## src/rtl/mandel_pixel_scheduler.sv

```systemverilog
// mandel_pixel_scheduler: walks one frame in raster order and, for each pixel,
// hands a coordinate to the iteration engine. It then classifies the returned
// iteration count and offers the pixel downstream over a valid/ready handshake.
// Optional feature macro: MANDEL_SCHED_ABORT_EN adds an 'abort' input that
// drops any frame in progress back to IDLE.
module mandel_pixel_scheduler #(
    parameter int H_RES = 320,
    parameter int V_RES = 240,
    parameter int XW    = $clog2(H_RES),
    parameter int YW    = $clog2(V_RES)
) (
    input  logic          clk,
    input  logic          nrst,
`ifdef MANDEL_SCHED_ABORT_EN
    input  logic          abort,
`endif
    input  logic          frame_start,
    input  logic [7:0]    max_iter,
    output logic          calc_start,
    output logic [XW-1:0] calc_x,
    output logic [YW-1:0] calc_y,
    input  logic          calc_done,
    input  logic [7:0]    calc_iter,
    output logic          pix_valid,
    input  logic          pix_ready,
    output logic [7:0]    pix_iter,
    output logic          pix_ismandelbrot,
    output logic [XW-1:0] pix_x,
    output logic [YW-1:0] pix_y,
    output logic          busy,
    output logic          frame_done
);

    typedef enum logic [2:0] {
        S_IDLE,
        S_ISSUE,
        S_WAIT,
        S_OUTPUT,
        S_DONE
    } state_t;

    state_t        state, state_nxt;
    logic [XW-1:0] x;
    logic [YW-1:0] y;
    logic [7:0]    limit;
    logic          handshake;
    logic          last_pix;
    logic          abort_hit;

`ifdef MANDEL_SCHED_ABORT_EN
    assign abort_hit = abort && (state != S_IDLE);
`else
    assign abort_hit = 1'b0;
`endif

    assign handshake = (state == S_OUTPUT) && pix_ready;
    assign last_pix  = (x == XW'(H_RES - 1)) && (y == YW'(V_RES - 1));

    // State register
    always_ff @(posedge clk or negedge nrst) begin
        if (!nrst) state <= S_IDLE;
        else       state <= state_nxt;
    end

    // Next-state and state-decoded outputs; abort overrides every other transition
    always_comb begin
        state_nxt  = state;
        calc_start = 1'b0;
        pix_valid  = 1'b0;
        frame_done = 1'b0;
        busy       = (state != S_IDLE);
        case (state)
            S_IDLE:   if (frame_start) state_nxt = S_ISSUE;
            S_ISSUE: begin
                calc_start = 1'b1;
                state_nxt  = S_WAIT;
            end
            S_WAIT:   if (calc_done) state_nxt = S_OUTPUT;
            S_OUTPUT: begin
                pix_valid = 1'b1;
                if (pix_ready) state_nxt = last_pix ? S_DONE : S_ISSUE;
            end
            S_DONE: begin
                frame_done = 1'b1;
                state_nxt  = S_IDLE;
            end
            default:  state_nxt = S_IDLE;
        endcase
        if (abort_hit) state_nxt = S_IDLE;
    end

    // Raster counters and the iteration limit latched at frame start
    always_ff @(posedge clk or negedge nrst) begin
        if (!nrst) begin
            x     <= '0;
            y     <= '0;
            limit <= '0;
        end else if (abort_hit) begin
            x <= '0;
            y <= '0;
        end else begin
            case (state)
                S_IDLE: if (frame_start) begin
                    x     <= '0;
                    y     <= '0;
                    limit <= max_iter;
                end
                S_OUTPUT: if (handshake) begin
                    if (last_pix) begin
                        x <= '0;
                        y <= '0;
                    end else if (x == XW'(H_RES - 1)) begin
                        x <= '0;
                        y <= y + YW'(1);
                    end else begin
                        x <= x + XW'(1);
                    end
                end
                S_DONE: begin
                    x <= '0;
                    y <= '0;
                end
                default: ;
            endcase
        end
    end

    // Capture the engine result only while waiting for it
    always_ff @(posedge clk or negedge nrst) begin
        if (!nrst) begin
            pix_iter         <= '0;
            pix_ismandelbrot <= 1'b0;
        end else if (state == S_WAIT && calc_done && !abort_hit) begin
            pix_iter         <= calc_iter;
            pix_ismandelbrot <= (calc_iter >= limit);
        end
    end

    // Counters hold the in-flight pixel from ISSUE through OUTPUT
    assign calc_x = x;
    assign calc_y = y;
    assign pix_x  = x;
    assign pix_y  = y;

endmodule

```

## config.mk

```make
export PLATFORM = sky130hd
export DESIGN_NAME = mandel_pixel_scheduler
export DESIGN_NICKNAME = d
export VERILOG_FILES = /design/src/rtl/mandel_pixel_scheduler.sv
export SDC_FILE = /design/constraint.sdc
export NUM_CORES = 1
export LEC_CHECK = 0
export ABC_AREA = 1
export CORE_MARGIN = 4
export CORE_UTILIZATION = 50
export DETAILED_ROUTE_END_ITERATION = 16
export MAX_ROUTING_LAYER = met4
export PLACE_DENSITY = 0.84
export REMOVE_ABC_BUFFERS = 1
export SYNTH_ARGS = -nofsm -noshare
export SYNTH_HDL_FRONTEND = slang
export SYNTH_SLANG_ARGS = --single-unit
```

## constraint.sdc

```tcl
create_clock -name clk -period 3.67 [get_ports clk]
set_input_delay 0.734 -clock clk [delete_from_list [all_inputs] [get_ports clk]]
set_output_delay 0.734 -clock clk [all_outputs]
set_load 0.05 [all_outputs]
```

# Word-level counts from Yosys, hierarchy flattened
# Index checks and enable logic that the tools add are counted.
dict set report totals {
  reg_bits 37
  inputBits 21
  out_inout_bits 47
  elab_cells 48
}
dict set report classes {
  addsub 2
  magnitude_cmp 1
  eq_ne 11
  n_mux 18
  n_reduce_logical 10
}
# operator n
set op_table {}
lappend op_table {{2-to-1 mux 9 bit} 4}
lappend op_table {{2-to-1 mux 8 bit} 4}
lappend op_table {{one-hot mux 9 bit (3 select lines)} 1}
lappend op_table {{one-hot mux 8 bit (3 select lines)} 1}
lappend op_table {{2-to-1 mux 3 bit} 4}
lappend op_table {{one-hot mux 3 bit (4 select lines)} 1}
lappend op_table {{adder 9 x 1 -> 9 bit (second input constant)} 1}
lappend op_table {{== test 9 bit (second input constant)} 1}
lappend op_table {{adder 8 x 1 -> 8 bit (second input constant)} 1}
lappend op_table {{== test 8 bit (second input constant)} 1}
lappend op_table {{greater-or-equal comparator 8 bit} 1}
lappend op_table {{inequality test 2 bit (second input constant)} 4}
lappend op_table {{== test 3 x 2 -> 1 bit (second input constant)} 2}
lappend op_table {{AND reduction 3 bit} 2}
lappend op_table {{nonzero test 3 bit} 2}
lappend op_table {{AND reduction 4 bit} 1}
lappend op_table {{== test 3 x 1 -> 1 bit (second input constant)} 1}
lappend op_table {{== test 3 bit (second input constant)} 1}
lappend op_table {{logical AND 1 bit} 3}
lappend op_table {{zero test 3 bit} 1}
lappend op_table {{2-to-1 mux 1 bit} 3}
lappend op_table {{inequality test 3 x 2 -> 1 bit (second input constant)} 1}
lappend op_table {{AND reduction 2 bit} 1}

# Logic depth before layout (Yosys ltp)
dict set report logic_depth {
  word_depth 5
  mapped_depth 9
  ltp_nobuf 8
}

# Worst setup path before layout
# Ideal clock, no wire load.
dict set report synth_path {
  path_type {reg-to-output}
  startpoint {reg state[1]}
  endpoint {out frame_done}
  arrival_time_ps 1299
  required_ps 2936
  path_slack_ps 1637
  path_stages_with_launch 4
  path_buffers 0
  path_cell_list {dfrtp_1 > nor2_1 > inv_1 > nor2_1}
}
dict set report synth_between {
  elab_chain_cells 2
}
# element line
set synth_lines {}
lappend synth_lines {{start: declaration} 42} ;# state_t state, state_nxt;
lappend synth_lines {{start signal: assignment} 62} ;# else state <= state_nxt;
lappend synth_lines {{== test 3 bit} 72} ;# case (state)
lappend synth_lines {{2-to-1 mux 1 bit} 72}
lappend synth_lines {{end: declaration} 31} ;# output logic frame_done
# Every way passes these cells.

# Worst setup path after layout
# Ends and elaborated chain as after synthesis.

==> flow_summary.json <==
{
  "worst_setup_path_start_kind": "flop",
  "syn_area_um2": 2241,
  "core_area_um2": 4354,
  "net-switching-power_uw": 1074,
  "skew_ns": 0.006246,
  "switching_share_pct": 50.41,
  "yosys_register_bits": 37,
  "finalHoldViolations": 0,
  "antenna-diode-count": 0,
  "num-fill-cells": 384,
  "power.sequential.fraction_pct": 29.2,
  "grt_pass1_vias": 1846,
  "numnets_final": 377,
  "outcome": "completed",
  "fraction_of_layout_cells_with_a_size_suffix_above_1_pct": 6.052,
  "synth-warning-count": 0,
  "pwr_density_cell_nw_per_um2": 737.6,
  "timing.hold.worst_endpoint": "pix_iter[6]",
  "worst-path-max-fanout": 6,
  "commonest_non_fill_non_tap_cell_in_the_layout": "sky130_fd_sc_hd__nand2_1",
  "vias": 1986,
  "ys_types": 28,
  "grt_usage_pct": 18.03,
  "highest_layer": "met4",
  "detail_route.first_pass.iterations": 4,
  "final_min_period_over_clock_period_pct": 73.76,
  "worstSetupEndpointType": "output pin",
  "met3WireLength_um": 278,
  "crit-reg2reg-launch": "calc_y[1]",
  "cp_data_arrival_time_ns": 1.97,
  "power_leakage_uw": 0.001409,
  "cts_buffers": 5,
  "worst_ep_required_time_ns": 2.94,
  "cts.root.buffer_cell": "sky130_fd_sc_hd__clkbuf_8",
  "setup_viol": 0,
  "pin_count_of_the_biggest_net_entering_global_routing": 38,
  "routed_via_density": 4.977,
  "last_weighted_congestion_value_of_the_routability_driven_placer": 0.9105,
  "remaining_drc_errors": 0,
  "grt_antenna_before_repair": 0,
  "setup_repair_bufs_after_cts": 0,
  "ir_worst_vdd_mv": 0.4714,
  "met2_length_um": 2271,
  "synthesis.area_per_instance_um2": 7.622,
  "fin_crit_ns": 2.707,
  "route.final.wire_length_um": 4715,
  "wire_length_of_the_first_global_routing_pass_um": 7645,
  "worst_r2r_endpoint": "calc_y[0]",
  "multi_input_comb_area_um2": 1013,
  "worst_pin_slew_ns": 0.8267,
  "power.internal_uw": 1056,
  "cts.htree.levels": 2,
  "maxSlewHeadroom_pct": 44.89,
  "cts_hold_buf": 0,
  "finalSetupTns_ns": 0,
  "start_util_pct": 51.47,
  "die_w_um": 74.95,
  "overflow": 0,
  "r2r_setup_slack_ns": 1.99,
  "worst_setup_hold_path_clk_slew_ns": 0.07,
  "cts_max_path_buffers": 2,
  "fp-row-count": 24,
  "die_height_um": 74.95,
  "synth-seq-area-share_pct": 41.32,
  "hold_path_startpoint": "pix_iter[6]",
  "met1Wirelength_um": 2093,
  "syn_inst": 294,
  "final_cell_count_no_fill": 399,
  "cells_after_dpl": 391,
  "min_delay_path_depth": 2,
  "max_frequency_mhz": 369.4,
  "drt_first_iter_violations": 98,
  "pin_count": 68,
  "port_buffers": 67,
  "postRouteAntennaNets": 0,
  "min-delay-path-class": "flop to flop",
  "area_overhead_vs_synth_pct": 28.87,
  "cts_tree": "yes",
  "skew_pair_late_insertion_delay_ns": 0.29,
  "grt_setup_unrepaired": "false",
  "register_area_um2": 925.9,
  "reg2reg_depth": 8,
  "comb_power_share_pct": 57.8,
  "post_cts_resized": 0,
  "drv_cap": 0,
  "criticalPathCategory": "flop to output pin",
  "dp_hpwl_um": 3605,
  "clockPowerShare_pct": 13.0,
  "leading_cell_types_in_the_layout_fill_and_taps_excluded": "sky130_fd_sc_hd__nand2_1, sky130_fd_sc_hd__clkdlybuf4s50_1, sky130_fd_sc_hd__nor2_1",
  "timing.final.max_slew_violations": 0,
  "dieArea_um2": 5617,
  "cts_sinks": 37,
  "wl_per_cell_um": 11.82
}
power by group through the flow:
stage / sequential, uW / combinational, uW / clock (uW)
6_report: 622 / 1230 / 277
3_3_place_gp: 625 / 1220 / 0
5_1_grt: 640 / 1340 / 297
3_5_place_dp: 628 / 1240 / 0
4_1_cts: 622 / 1240 / 282
2_1_floorplan: 934 / 550 / 0
state kept, by name (all words and copies together), names as in the netlist:
| register | count |
|---|---|
| calc_x | 9 |
| calc_y | 8 |
| limit | 8 |
| pix_iter | 8 |
| state | 3 |
| pix_ismandelbrot | 1 |
how the worst max path moves through the flow:
stage,from,endpoint,cells past startpoint
2_1_floorplan,calc_x[0],calc_y[2],8
3_3_place_gp,state[1],frame_done,4
3_5_place_dp,state[2],busy,5
4_1_cts,state[2],busy,5
5_1_grt,state[1],frame_done,4
6_report,state[1],frame_done,4
cells in the mapped netlist:
master,count,area (um2)
sky130_fd_sc_hd__nor3_1,4,20.02
sky130_fd_sc_hd__nand3_2,3,30.03
sky130_fd_sc_hd__nand3b_1,1,7.510
sky130_fd_sc_hd__o21ai_0,7,35.03
sky130_fd_sc_hd__xor2_1,1,8.760
sky130_fd_sc_hd__buf_4,18,135.1
sky130_fd_sc_hd__o221ai_1,1,8.760
sky130_fd_sc_hd__nand2_2,1,6.260
sky130_fd_sc_hd__nand4_1,4,25.02
sky130_fd_sc_hd__nand2_1,80,300.3
sky130_fd_sc_hd__inv_1,34,127.6
sky130_fd_sc_hd__nor2_4,1,11.26
sky130_fd_sc_hd__o21bai_1,2,15.01
sky130_fd_sc_hd__nand2_4,3,33.78
sky130_fd_sc_hd__nand3_1,19,95.09
sky130_fd_sc_hd__xnor2_1,1,8.760
sky130_fd_sc_hd__ha_1,10,125.1
sky130_fd_sc_hd__a21oi_1,19,95.09
sky130_fd_sc_hd__nor2_2,1,6.260
sky130_fd_sc_hd__clkbuf_1,1,3.750
sky130_fd_sc_hd__inv_2,2,7.510
sky130_fd_sc_hd__mux2_2,1,11.26
sky130_fd_sc_hd__nor2_8,1,20.02
sky130_fd_sc_hd__dfrtp_1,37,925.9
sky130_fd_sc_hd__buf_2,1,5.000
sky130_fd_sc_hd__nor2_1,38,142.6
sky130_fd_sc_hd__o211ai_1,1,7.510
sky130_fd_sc_hd__buf_6,2,22.52
layout make-up:
type                            instances  share of cell area, %
Clock inverter                          2                 0.3466
Multi-Input combinational cell        199                  35.10
Timing Repair Buffer                   67                  23.05
Sequential cell                        37                  32.06
Clock buffer                            6                  2.513
Tap cell                               52                  2.253
Inverter                               36                  4.679
kinds of logic (layout without fill, tap and decap cells):
logic type / after synthesis / count (layout) / share of synthesized area [%]
flops: 37 / 37 / 41.32
mux: 1 / 1 / 0.5025
xor+xnor: 2 / 2 / 0.7818
buf+inv: 58 / 111 / 13.46
compound gates: 30 / 30 / 7.202
simple gates: 156 / 156 / 31.16
fa+ha+maj: 10 / 10 / 5.583
worst max-delay path, stage by stage, from the launching register on:
cell and delay, ns:
sky130_fd_sc_hd__dfrtp_1 0.45, sky130_fd_sc_hd__nor2_1 0.20, sky130_fd_sc_hd__inv_1 0.08, sky130_fd_sc_hd__nor2_1 0.13, sky130_fd_sc_hd__clkdlybuf4s50_1 0.82
per-layer routing:
metal / vias to the layer above / track usage (%)
met5: - / -
li1: 1016 / -
met2: 58 / 31.33
met1: 903 / 20.69
met4: 0 / 6.917
met3: 9 / 2.937
metrics by stage:
| step | utilization [%] | setup slack [ns] | total power, uW | area, um2 | hold slack, ns |
|---|---|---|---|---|---|
| 2_1_floorplan | - | 1.494 | 1484 | 2074 | 0.4384 |
| 3_3_place_gp | 64.43 | 1.353 | 1845 | 2805 | 0.4696 |
| 3_5_place_dp | 64.43 | 1.303 | 1868 | 2805 | 0.4733 |
| 4_1_cts | 66.32 | 0.9836 | 2147 | 2888 | 0.4911 |
| 5_1_grt | 66.32 | 0.9091 | 2281 | 2888 | 0.5123 |
| 6_report | 66.32 | 0.9631 | 2130 | 2888 | 0.4860 |
Power figures use the tool's default switching activity.
